===== config.mk =====
export PLATFORM = sky130hd
export DESIGN_NAME = instruction_fetch_unit
export DESIGN_NICKNAME = d
export VERILOG_FILES = /design/src/rtl/instruction_fetch_unit.sv
export SDC_FILE = /design/constraint.sdc
export NUM_CORES = 1
export LEC_CHECK = 0
export BUFFER_PORTS_ARGS = -buffer_cell sky130_fd_sc_hd__buf_2
export CORE_ASPECT_RATIO = 0.9
export CORE_MARGIN = 2
export CORE_UTILIZATION = 34
export CTS_CLUSTER_SIZE = 25
export DETAILED_ROUTE_END_ITERATION = 16
export PLACE_DENSITY = 0.59
export SLEW_MARGIN = 10
export SYNTH_ARGS = -nofsm -noshare
export SYNTH_HDL_FRONTEND = slang
export SYNTH_SLANG_ARGS = --single-unit
export TNS_END_PERCENT = 50

===== constraint.sdc =====
create_clock -name clk -period 5 [get_ports clk]
set_input_delay 0 -clock clk [delete_from_list [all_inputs] [get_ports clk]]
set_output_delay 0 -clock clk [all_outputs]
set_load 0.005 [all_outputs]

===== src/rtl/instruction_fetch_unit.sv =====
// Instruction fetch stage: PC register, combinational fetch address and IF/ID pipeline register.
// Optional perf counters (fetch_count, stall_count) are built when FETCH_PERF_COUNTERS_EN is defined.
module instruction_fetch_unit #(
  parameter logic [31:0] RESET_PC  = 32'h0000_0000,
  parameter logic [31:0] NOP_INSTR = 32'hE1A0_0000
) (
  input  logic        clk,
  input  logic        rst,
  output logic [31:0] A,
  input  logic [31:0] RD,
  input  logic        stall,
  input  logic        flush,
  input  logic        branch_taken,
  input  logic [31:0] branch_target,
  output logic [31:0] instr_D,
  output logic [31:0] pc_D,
  output logic [31:0] pc_plus4_D,
  output logic        valid_D,
`ifdef FETCH_PERF_COUNTERS_EN
  output logic [31:0] fetch_count,
  output logic [31:0] stall_count,
`endif
  output logic        misalign
);

  typedef enum logic [2:0] {
    ACT_ADVANCE,
    ACT_HOLD,
    ACT_FLUSH_HOLD,
    ACT_FLUSH_ADVANCE,
    ACT_REDIRECT
  } action_e;

  localparam logic [29:0] RESET_WORD = RESET_PC[31:2];

  // The PC is kept as a word address so its two low bits are zero by construction.
  logic [29:0] pc_word;
  logic [29:0] pc_word_inc;
  logic [29:0] pc_word_next;
  logic [31:0] instr_next;
  logic [31:0] pc_d_next;
  logic [31:0] pc_plus4_next;
  logic        valid_next;
  logic        misalign_next;
  logic        load_valid;
  action_e     action;

  assign A           = {pc_word, 2'b00};
  assign pc_word_inc = pc_word + 30'd1;

  always_comb begin
    action = ACT_ADVANCE;
    if (branch_taken) begin
      action = ACT_REDIRECT;
    end else if (stall) begin
      action = flush ? ACT_FLUSH_HOLD : ACT_HOLD;
    end else if (flush) begin
      action = ACT_FLUSH_ADVANCE;
    end
  end

  always_comb begin
    // NOTE: every signal gets a hold default first so no path through the case infers a latch.
    pc_word_next  = pc_word;
    instr_next    = instr_D;
    pc_d_next     = pc_D;
    pc_plus4_next = pc_plus4_D;
    valid_next    = valid_D;
    load_valid    = 1'b0;
    misalign_next = misalign | (branch_taken && (branch_target[1:0] != 2'b00));

    unique case (action)
      ACT_ADVANCE: begin
        pc_word_next  = pc_word_inc;
        instr_next    = RD;
        pc_d_next     = A;
        pc_plus4_next = {pc_word_inc, 2'b00};
        valid_next    = 1'b1;
        load_valid    = 1'b1;
      end
      ACT_HOLD: ;
      ACT_FLUSH_HOLD: begin
        instr_next = NOP_INSTR;
        valid_next = 1'b0;
      end
      ACT_FLUSH_ADVANCE: begin
        pc_word_next = pc_word_inc;
        instr_next   = NOP_INSTR;
        valid_next   = 1'b0;
      end
      ACT_REDIRECT: begin
        pc_word_next = branch_target[31:2];
        instr_next   = NOP_INSTR;
        valid_next   = 1'b0;
      end
      default: ;
    endcase
  end

  // NOTE: state registers use non-blocking assignments so all flops update together at the edge.
  always_ff @(posedge clk) begin
    if (rst) begin
      pc_word    <= RESET_WORD;
      instr_D    <= NOP_INSTR;
      pc_D       <= 32'h0;
      pc_plus4_D <= 32'h0;
      valid_D    <= 1'b0;
      misalign   <= 1'b0;
    end else begin
      pc_word    <= pc_word_next;
      instr_D    <= instr_next;
      pc_D       <= pc_d_next;
      pc_plus4_D <= pc_plus4_next;
      valid_D    <= valid_next;
      misalign   <= misalign_next;
    end
  end

`ifdef FETCH_PERF_COUNTERS_EN
  // Both counters saturate rather than wrap.
  always_ff @(posedge clk) begin
    if (rst) begin
      fetch_count <= 32'h0;
      stall_count <= 32'h0;
    end else begin
      if (load_valid && (fetch_count != 32'hFFFF_FFFF)) begin
        fetch_count <= fetch_count + 32'd1;
      end
      if (stall && !branch_taken && (stall_count != 32'hFFFF_FFFF)) begin
        stall_count <= stall_count + 32'd1;
      end
    end
  end
`endif

endmodule


# Word-level counts from Yosys, hierarchy flattened
# Cells that the tools add are included.
totals:
  ff_bits: 124
  latchBits: 0
  mem_bits_rw: 0
  romBits: 0
  inputBits: 69
  n_memories: 0
classes:
  n_addsub: 1
  n_mul: 0
  n_div: 0
  magnitude_cmp: 0
  n_eq_ne: 3
  n_shift: 0
  n_mux: 7
  bitwise: 1
  reduce_logical: 7
ops:
  columns: ["operator", "count"]
  rows:
  - ["case mux 32 bit (2 select lines)", 1]
  - ["case mux 30 bit (2 select lines)", 1]
  - ["adder 30 x 1 -> 30 bit, second input constant", 1]
  - ["equality test 3 x 2 -> 1 bit, second input constant", 2]
  - ["2-to-1 mux 2 bit", 3]
  - ["nonzero test 2 bit", 3]
  - ["equality test 3 bit, second input constant", 1]
  - ["zero test 3 bit", 1]
  - ["2-to-1 mux 3 bit", 1]
  - ["OR reduction 3 bit", 1]
  - ["case mux 1 bit (2 select lines)", 1]
  - ["OR reduction 2 bit", 1]
  - ["logical AND 1 bit", 1]
  - ["OR 1 bit", 1]

# Depth between registers and ports, before layout
# Gate-level depths: netlist of the first run.
logic_depth:
  ltp_word: 6
  ltp_mapped: 7
  depth_no_buf: 5

# Worst setup path before layout of the first run
# OpenSTA, ideal clock, no wires.
synth_timing:
  path_type: "register to register"
  startpoint: "reg pc_word[0]"
  endpoint: "reg pc_word[22]"
  setup_time_ns: 0.091
  arrival_ns: 2.148
  path_slack_ns: 2.761
  path_stages_with_launch: 7
  path_buffers: 1
  synth_period_minus_slack_ns: 2.239
  path_cell_list: "dfxtp_1 -> ha_1 -> nand3_1 -> or4_4 -> buf_6 -> or4_1 -> a311oi_1"
synth_via:
  elab_chain_cells: 2
synth_lines:
  columns: ["element", "line", "rtl"]
  rows:
  - ["start, declared", "37", "logic [29:0] pc_word;"]
  - ["start signal, assigned", "110", "pc_word <= pc_word_next;"]
  - ["adder 30 x 1 -> 30 bit", "49", "assign pc_word_inc = pc_word + 30'd1;"]
  - ["case mux 30 bit (2 select lines)", "72", "unique case (action)"]
# Every way passes these cells.
# A chain may end at the register's enable or synchronous reset.

# Worst setup path after layout of the first run
# Ends and elaborated chain as after synthesis.

==> qor.txt, run 1 <==
Die Y - 126.0 um
Synth area leaders - dfxtp_1 44%, nor2_1 5.6%, nand2_1 5.4%
Crit share post-route - 0.5561
Max Freq - 359.6 MHz
Worst hold path depth - 5
Hold endpoint - pc_word[18]
Worst slew pin tran - 1.039 ns
Adder-Cell Fraction of Synth Area - 0.002226
DRC errors left - 0
Slew margin rel. - 0.3019
Total Routing Usage GR - 0.2109
Min cycle time layout - 2.781 ns
Synthesized area - 5622 um2
CP max stage cell - or4_4
Core area - 16190 um2
Min-delay src - branch_target[20]
DR WL met2 - 8139 um
Multi-input gate area - 2800 um2
Power consumption - 2.662 mW
Final setup fails - 0
Max clock buf depth - 2
Post-CTS setup buffers - 0
Sw frac - 0.2479
Initial antenna violation count - 1
Post-DRT Antenna Nets - 0
Register area - 2482 um2
Worst EP arrival - 3.10 ns
Via Count - 5917
Clock skew - 0.009321 ns
Critical Path Max Stage Delay - 0.79 ns
Post-DR wirelength/cell - 16.88 um
Synth Area in Compound Gates - 0.2039
Xor/xnor share of the synthesized area - 0.02804
CTS root buffer - clkbuf_16
Global-route wire length before repair - 29610 um
CP required - 5.32 ns
Fin. max-slew vios - 0
Number of synthesized flops with an enable pin - 0
Hold Crit Class - input port to flop
Outcome - complete, no violations
Worst path top cell family by delay - simple AND/OR/NAND/NOR gates
Top sig layer - met4
Skew-Pair Late Insertion Delay - 0.41 ns
Share of the synthesized area in the top cell type - 0.4416
DR WL met3 - 1787 um
Critical Setup Path Class - flop to flop
Max-cap violations - 0
Reg2reg start - pc_word[0]
DR iter-0 viols - 381
Flop pwr share - 0.407
Mean post-synth cell area - 8.089 um2
CTS buffer count - 17
CP cell instances - ha_1 -> nand3_1 -> or4_4 -> or4_1 -> a311oi_1
Reg2reg end - pc_word[22]
Cell Pwr Density - 338.4 nW/um2
Peak VDD IR - 0.2322 mV
Sw Pwr - 0.6600 mW
DPL Wire Length - 12360 um
Vias per cell - 5.274
# IOs - 199
Layout cell share with drive strength beyond 1 - 0.2615
Fin. Hold Viols - 0
Router iterations before antenna repair - 5
Total die area - 17580 um2
Post-Route Setup TNS - 0 ns
Clk slew on worst S/H paths - 0.06 ns
WL final - 18940 um
Grt ovf - 0
Synthesized flop and latch total - 124
Int Pwr - 2.002 mW
Simple logic cell fraction of the synthesized area - 0.2537
Global placement routability congestion - 0.8217
Warnings from Yosys - 0
Area growth, synth to finish - 39.95%
Starting Density - 0.3473
Chip width - 139.5 um
Buffers and inverters on the worst path - 0
Path depth of the worst reg2reg path - 5
Clock network power share - 0.497
# fillers - 1533
Yosys cell types - 53
Crit path launch type - flop
Largest family of logic cells by synthesized area - simple AND/OR/NAND/NOR gates
Post_cts resized - 0
Vias in the first global route - 5400
Pin count of the biggest net entering global routing - 83
Worst-path maximum fanout - 19
Fin util - 0.4861
Logic pwr share - 0.095
Clk sinks - 124
RSZ-0062 raised after global routing - false
Top cells by count, synth - 124 x dfxtp_1, 84 x nor2_1, 81 x nand2_1
Leak - 3.157 nW
Fin nets - 971
CP endpoint kind - flop
CTS H-Tree Depth - 4
Most common cell in the synthesized netlist - dfxtp_1
Syn Inst Count - 695
CTS tree - done
Area leader, netlist - dfxtp_1
IO Port Bufs - 192
Seq/Total Area, Yosys - 0.4416
DRT met1 WL - 8773 um
Mux share of post-synthesis cell area - 0.001781
Async SR Flop Fraction - 0
Main synth FF type - dfxtp_1
Reg2Reg Setup Slack - 2.22 ns
FP Rows - 44
-- cells by family after synthesis --
family | count (synthesis)
compound gates | 167
xor+xnor | 18
fa+ha+maj | 1
buf+inv | 91
flops | 124
mux | 1
other cells | 1
simple gates | 292
-- cells in the final DEF, fill, tap and decap left out, drive strengths merged, types with 4 or more instances in the layout --
cell type / count
a211oi: 18
a21oi: 43
a22oi: 26
a311oi: 27
a31oi: 4
and3: 5
buf: 198
bufinv: 4
clkbuf: 18
clkinv: 9
conb: 6
dfxtp: 124
dlygate4sd3: 64
inv: 10
nand2: 82
nand2b: 7
nand3: 16
nand4: 17
nor2: 84
nor3: 16
nor4: 15
o21ai: 16
o22ai: 6
o31ai: 12
or3: 19
or4: 15
xnor2: 15
-- power by group through the flow --
stage               Sequential [mW]  Combinational [mW]  Clock (mW)
global placement               1.10               0.216           0
detailed placement             1.10               0.216           0
floorplan                      1.08               0.136           0
finish                         1.08               0.254        1.32
CTS                            1.08               0.255        1.35
global route                   1.09               0.281        1.40
-- how the worst max path moves through the flow --
stage / start / endpoint / slack, ns / cells after the start
4_1_cts: pc_word[0] / pc_plus4_D[24] / 2.20 / 5
3_3_place_gp: pc_word[0] / pc_plus4_D[24] / 2.31 / 5
5_1_grt: pc_word[0] / pc_word[22] / 2.12 / 5
3_5_place_dp: pc_word[0] / pc_plus4_D[24] / 2.23 / 5
6_report: pc_word[0] / pc_word[22] / 2.22 / 5
2_1_floorplan: pc_word[0] / pc_word[22] / 2.76 / 6
-- per-stage QoR --
step | std cells | hold WS, ns | cell area, um2 | setup slack, ns
final | 1122 | 0.06088 | 7868 | 2.219
after detailed placement | 1025 | 0.2448 | 6583 | 2.226
after floorplan | 700 | 0.07238 | 5640 | 2.761
after CTS | 1121 | 0.03413 | 7856 | 2.204
after global placement | 1025 | 0.2352 | 6583 | 2.309
after global routing | 1121 | 0.04400 | 7865 | 2.115
-- state kept, by name (all words and copies together), names as in the netlist --
signal and flops:
instr_D 32, pc_D 30, pc_plus4_D 30, pc_word 30
misalign 1, valid_D 1
-- layer usage --
layer | GRT usage | up-vias
met2 | 0.3129 | 247
met3 | 0.07605 | 19
li1 | - | 2921
met5 | 0 | -
met1 | 0.2907 | 2730
met4 | 0.05765 | 0
-- timing repair --
| action | CTS | global route |
|---|---|---|
| hold buffers | 64 | 0 |
| endpoints found under the hold margin | 63 | 0 |
| setup endpoints to repair | 0 | 0 |
-- tightest hold or removal path, cell delays in order --
cell	delay, ns
buf_2	0.08
nand2_1	0.09
a21oi_1	0.15
a31oi_1	0.05
o211ai_1	0.07
-- final cells by class --
cell class	count	area share
Clock inverter	14	0.02465
Antenna cell	1	0.0003181
Timing Repair Buffer	262	0.2096
Sequential cell	124	0.3155
Clock buffer	18	0.05582
Multi-Input combinational cell	485	0.3559
Tap cell	207	0.03292
Inverter	11	0.005248
Power figures use the tool's default switching activity.
==> inputs of run 2 (changes only) <==
- ABC_AREA: unset -> 1
- PLACE_DENSITY: 0.59 -> 0.62
- clock period: 5 -> 2.3 ns (I/O delays scaled with it)
==> qor.txt, run 2 <==
Outcome - complete, no violations
Layout cell share with drive strength beyond 1 - 0.2454 (-0.01613)
Share of the synthesized area in the top cell type - 0.4580 (+0.01641)
Setup WS pre-CTS - 0.5695 ns (-1.657 ns)
Worst EP arrival - 2.07 ns (-1.03 ns)
Fin nets - 1081 (+11%)
Post-Route Setup TNS - 0 ns (unchanged)
Crit share post-route - 0.7628 (+0.2067)
Area leader, netlist - dfxtp_1
Max-cap violations - 0 (unchanged)
Hold Crit Class - input port to flop
Commonest non-fill, non-tap cell in the layout - buf_2
Final Worst Setup Slack - 0.5456 ns (-1.674 ns)
Chip width - 137.1 um (-1.8%)
Fin. Hold Viols - 0 (unchanged)
Slew margin rel. - 0.3675 (+0.06558)
Vias in the first global route - 5378 (-0.41%)
Critical Path Max Stage Delay - 0.42 ns (-0.37 ns)
Max FFs per register - 32 (unchanged)
Worst slew pin tran - 0.9488 ns (-0.09037 ns)
Most frequent cells in the layout - 192 x buf_2, 179 x nand2_1, 124 x dfxtp_1
Reg2reg start - pc_word[0]
Area growth, synth to finish - 43.35%
Vias per cell - 4.651 (-12%)
Router iterations before antenna repair - 4 (-1)
Initial antenna violation count - 0 (-1)
Number of synthesized flops with an enable pin - 0 (unchanged)
Synth area leaders - dfxtp_1 46%, nand2_1 12%, nor2_1 7.0%
DRC errors left - 0 (unchanged)
FP Rows - 43 (-2.3%)
Main synth FF type - dfxtp_1
Post-DRT Antenna Nets - 0 (unchanged)
CP Depth - 10 (+5)
Finished Layout Cells - 1225 (+9.2%)
Path depth of the worst reg2reg path - 10 (+5)
# IOs - 199 (unchanged)
Post-CTS setup buffers - 0 (unchanged)
Max Freq - 570.0 MHz (+58%)
Top cells by count, synth - 179 x nand2_1, 124 x dfxtp_1, 101 x nor2_1
Buffers and inverters on the worst path - 1 (+1)
Grt ovf - 0 (unchanged)
Biggest register - instr_D
Fin. max-slew vios - 0 (unchanged)
CP cell instances - ha_1 -> nand2_1 -> nor2_4 -> nand2_2 -> nor2_4 -> nand2_1 -> nand2_1 -> nand2_1 -> o21ai_0 -> inv_1
Seq/Total Area, Yosys - 0.4580 (+0.01641)
Mean post-synth cell area - 7.012 um2 (-13%)
Reg2Reg Setup Slack - 0.55 ns (-1.67 ns)
Most common cell in the synthesized netlist - nand2_1
Skew-Pair Late Insertion Delay - 0.42 ns (about the same)
Die Y - 123.8 um (-1.8%)
Starting Density - 0.3498 (+0.002481)
CP startpoint - pc_word[0]
Max clock buf depth - 2 (unchanged)
CTS H-Tree Depth - 4 (unchanged)
Core area - 15490 um2 (-4.3%)
Yosys cell types - 27 (-49%)
Post_cts resized - 0 (unchanged)
Pin count of the biggest net entering global routing - 97 (+17%)
Total Routing Usage GR - 0.2219 (+0.01103)
Hold_ws - 0.01030 ns (-0.05058 ns)
Async SR Flop Fraction - 0 (unchanged)
Syn Inst Count - 773 (+11%)
Warnings from Yosys - 0 (unchanged)
Total die area - 16970 um2 (-3.5%)
Worst-path maximum fanout - 5 (-14)
DR iter-0 viols - 294 (-23%)
Most used cell, CP - nand2_1
Post-DR wirelength/cell - 15.14 um (-10%)
CTS Hold Bufs - 62 (-3.1%)
Cell Pwr Density - 752.8 nW/um2 (+120%)
Via Count - 5698 (-3.7%)
Min cycle time layout - 1.754 ns (-1.026 ns)
Crit path launch type - flop
Synthesized area - 5420 um2 (-3.6%)
Clock skew - 0.006228 ns (-0.003093 ns)
Placed Cells - 1132 (+10%)
Clk sinks - 124 (unchanged)
DPL Wire Length - 12420 um (+0.44%)
CTS tree - done
Critical Setup Path Class - flop to flop
CTS buffer count - 17 (unchanged)
Synthesized flop and latch total - 124 (unchanged)
CP endpoint kind - flop
WL final - 18540 um (-2.1%)
RSZ-0062 raised after global routing - false
Min-delay src - branch_target[15]
Ant diodes - 0 (-1)
Peak VDD IR - 0.5377 mV (+130%)
CP max stage cell - dfxtp_1
Global placement routability congestion - 0.9115 (+11%)
Clk slew on worst S/H paths - 0.06 ns (about the same)
Final setup fails - 0 (unchanged)
Worst path top cell family by delay - simple AND/OR/NAND/NOR gates
Leak - 3.668 nW (+16%)
Global-route wire length before repair - 28680 um (-3.1%)
CP required - 2.61 ns (-2.71 ns)
Worst hold path depth - 4 (-1)
CTS root buffer - clkbuf_16
IO Port Bufs - 192 (unchanged)
==> run 2: cell count changes in the layout (fill, tap and decap cells not counted), sizes merged, moves of 27 or more <==
cell and change:
a311oi -27, inv +62, nand2 +101, nand3 +36
nor2 +28, o21ai +58
==> run 2: final timing paths <==
check              endpoint
max          pc_plus4_D[22]
min             pc_word[13]
max reg2reg  pc_plus4_D[22]
min reg2reg   pc_plus4_D[3]
==> run 2: power by group <==
part	switching [mW]	total, mW	internal (mW)
clock network	1.01	2.94	1.94
logic	0.320	0.587	0.267
registers	0.0785	2.32	2.24
total	1.41	5.85	4.44
==> run 2: worst reg2reg max path, cell delays in order, from the launching register on <==
cell and delay [ns]:
dfxtp_1 0.42, ha_1 0.19, nand2_1 0.10, nor2_4 0.14
nand2_2 0.15, nor2_4 0.22, nand2_1 0.08, nand2_1 0.06
nand2_1 0.07, o21ai_0 0.16, inv_1 0.05
==> run 2: stage by stage <==
stage	total power [mW]	util	area, um2
3_3_place_gp	2.863	0.4202	6511
5_1_grt	6.077	0.5015	7770
3_5_place_dp	2.865	0.4202	6511
4_1_cts	5.892	0.5015	7770
2_1_floorplan	2.618	-	5439
6_report	5.849	0.5015	7770
==> run 2: layout make-up <==
type | count | area, um2
Tap cell | 202 | 252.7
Fill cell | 1573 | 7725
Sequential cell | 124 | 2482
Clock buffer | 19 | 442.9
Multi-Input combinational cell | 532 | 2457
Inverter | 72 | 270.3
Clock inverter | 12 | 195.2
Timing Repair Buffer | 264 | 1669
==> run 2: kinds of logic (layout without fill, tap and decap cells) <==
family	after synthesis	in the layout	synth area share
AO/OA/AOI/OAI	162	162	0.1574
XOR/XNOR	13	13	0.02101
adder cells (fa/ha/maj)	1	1	0.002308
buffers and inverters	122	367	0.09257
flip-flops	124	124	0.4580
other	1	6	0.0006919
AND/OR/NAND/NOR	350	350	0.2680
==> run 2: per-layer routing <==
| metal | wire length (um) | vias to the layer above | track usage |
|---|---|---|---|
| met5 | 0 | - | 0 |
| met4 | 180 | 0 | 0.06443 |
| met3 | 1382 | 12 | 0.07326 |
| met2 | 8670 | 185 | 0.3626 |
| met1 | 8310 | 2569 | 0.2798 |
| li1 | - | 2932 | - |
==> inputs of run 3 (changes only) <==
- clock period: 2.3 -> 1.55 ns (I/O delays scaled with it)
==> qor.txt, run 3 (synthesis gave the netlist of run 2 again) <==
Clk sinks - 124 (unchanged)
RSZ-0062 raised after global routing - true
Vias in the first global route - 5683 (+5.7%)
Layout cell share with drive strength beyond 1 - 0.3029 (+0.05756)
Vias per cell - 4.745 (+2.0%)
Core area - 15490 um2 (unchanged)
Router iterations before antenna repair - 5 (+1)
Grt met2 use - 0.3638 (+0.001244)
Final Worst Setup Slack - -0.006938 ns (-0.5525 ns)
Area growth, synth to finish - 52.24%
Skew-Pair Late Insertion Delay - 0.42 ns (about the same)
CP max stage cell - dfxtp_4
Hold Crit Class - input port to flop
Worst EP arrival - 1.90 ns (-0.17 ns)
Final setup fails - 2 (+2)
DPL Wire Length - 12700 um (+2.3%)
Min cycle time layout - 1.557 ns (-0.1975 ns)
Clock skew - 0.009767 ns (+0.003540 ns)
Grt ovf - 0 (unchanged)
# IOs - 199 (unchanged)
Fin. max-slew vios - 0 (unchanged)
GR Util met1 - 0.2792 (-0.0006460)
Post-DR wirelength/cell - 14.84 um (-1.9%)
Post-DRT Antenna Nets - 0 (unchanged)
Pin count of the biggest net entering global routing - 88 (-9.3%)
Post-route cell area - 8252 um2 (+6.2%)
Max FFs per register - 32 (unchanged)
Starting Density - 0.3498 (unchanged)
CTS root buffer - clkbuf_16
Critical Setup Path Class - flop to flop
Violated checks - setup timing
Crit share post-route - 1.004 (+0.2417)
Grt met3 use - 0.05413 (-0.01913)
Global-route wire length before repair - 28660 um (about the same)
Peak VDD IR - 0.9158 mV (+70%)
Cell Pwr Density - 1045 nW/um2 (+39%)
Die Y - 123.8 um (unchanged)
WL final - 18780 um (+1.3%)
Chip width - 137.1 um (unchanged)
Critical Path Max Stage Delay - 0.37 ns (-0.05 ns)
Total Routing Usage GR - 0.2218 (about the same)
CP required - 1.89 ns (-0.72 ns)
Most frequent cells in the layout - 192 x buf_2, 174 x nand2_1, 111 x dfxtp_1
Fin. Hold Viols - 0 (unchanged)
# fillers - 1507 (-4.2%)
CP cell instances - ha_4 -> nand2_4 -> nor2_4 -> nand2_4 -> buf_4 -> buf_4 -> xnor2_1 -> nand2_1 -> a31oi_1
Worst-path maximum fanout - 5 (unchanged)
DRC errors left - 0 (unchanged)
Global placement routability congestion - 0.8584 (-5.8%)
Reg2Reg Setup Slack - -0.007 ns (-0.55 ns)
DR iter-0 viols - 319 (+8.5%)
Placed cell areas - 6859 um2 (+5.3%)
Total die area - 16970 um2 (unchanged)
Outcome - finished with violations
Ant diodes - 0 (unchanged)
Fin nets - 1121 (+3.7%)
Commonest non-fill, non-tap cell in the layout - buf_2
CTS buffer count - 17 (unchanged)
Max-cap violations - 0 (unchanged)
Biggest register - instr_D
Most used routing layer - met2
CTS tree - done
Initial antenna violation count - 0 (unchanged)
Via Count - 6003 (+5.4%)
Max clock buf depth - 2 (unchanged)
IO Port Bufs - 192 (unchanged)
Crit path launch type - flop
Leak - 3.945 nW (+7.6%)
Clk slew on worst S/H paths - 0.06 ns (about the same)
Power consumption - 8.621 mW (+47%)
CP endpoint kind - flop
Max Freq - 642.3 MHz (+13%)
FP Rows - 43 (unchanged)
CTS H-Tree Depth - 4 (unchanged)
[run 3: cell types whose count changed in the layout (fill, tap and decap cells not counted), sizes merged]
cell | before | now
clkinvlp | 4 | 1
buf | 202 | 242
clkinv | 3 | 2
bufinv | 5 | 4
clkbuf | 19 | 24
[run 3: path summary, 6_finish.rpt]
check                                        from       endpoint  depth (start not counted)
worst min-delay path            branch_target[12]    pc_word[10]                          4
worst max-delay path                   pc_word[1]     pc_word[8]                          9
worst min register to register      pc_plus4_D[3]  pc_plus4_D[3]                          2
worst max register to register         pc_word[1]     pc_word[8]                          9
[run 3: timing repair]
item,in CTS,in global routing
endpoints found under the hold margin,61,0
pin swaps,1,12
gates resized for setup,1,50
setup endpoints to repair,3,42
buffers inserted,0,2
hold buffers,62,0
[run 3: final cells by class]
| cell class | count | area [um2] | share of cell area |
|---|---|---|---|
| clock buffers | 24 | 471.7 | 0.05716 |
| inverters | 72 | 270.3 | 0.03275 |
| well taps | 202 | 252.7 | 0.03063 |
| repair buffers | 304 | 2032 | 0.2462 |
| flip-flops and latches | 124 | 2509 | 0.3040 |
| multi-input cells | 532 | 2579 | 0.3125 |
| clock inverters | 7 | 137.6 | 0.01668 |
[run 3: power breakdown]
part / leakage, nW / switching (mW) / internal [mW]
Clock: 0.294 / 1.44 / 2.76
Combinational: 2.63 / 0.522 / 0.475
Sequential: 1.02 / 0.0932 / 3.33
[run 3: routing by layer]
layer,up-vias,share of wire
met4,0,0.022
li1,3019,-
met1,2756,0.44
met5,-,0
met2,203,0.47
met3,25,0.067
[run 3: worst max-delay path: cells and delay by family, from the launching register on]
kind	cells	cell delay, ns
and+or+nand+nor	4	0.40
DFF	1	0.37
adders and majority gates	1	0.14
xor gates and xnor gates	1	0.18
AOI/OAI and AO/OA	1	0.12
buffers and inverters	2	0.27
[run 3: per-stage QoR]
stage | hold slack (ns) | util | cells | setup WS, ns | setup TNS, ns
2_1_floorplan | 0.1306 | - | 778 | 0.06169 | 0
3_3_place_gp | 0.2173 | 0.4427 | 1170 | 0.01192 | 0
3_5_place_dp | 0.2247 | 0.4427 | 1170 | -0.02610 | -0.02798
4_1_cts | 0.005634 | 0.5222 | 1263 | -0.01206 | -0.01206
5_1_grt | 0.04234 | 0.5325 | 1265 | -0.1159 | -0.7276
6_report | 0.01155 | 0.5325 | 1265 | -0.006938 | -0.01138
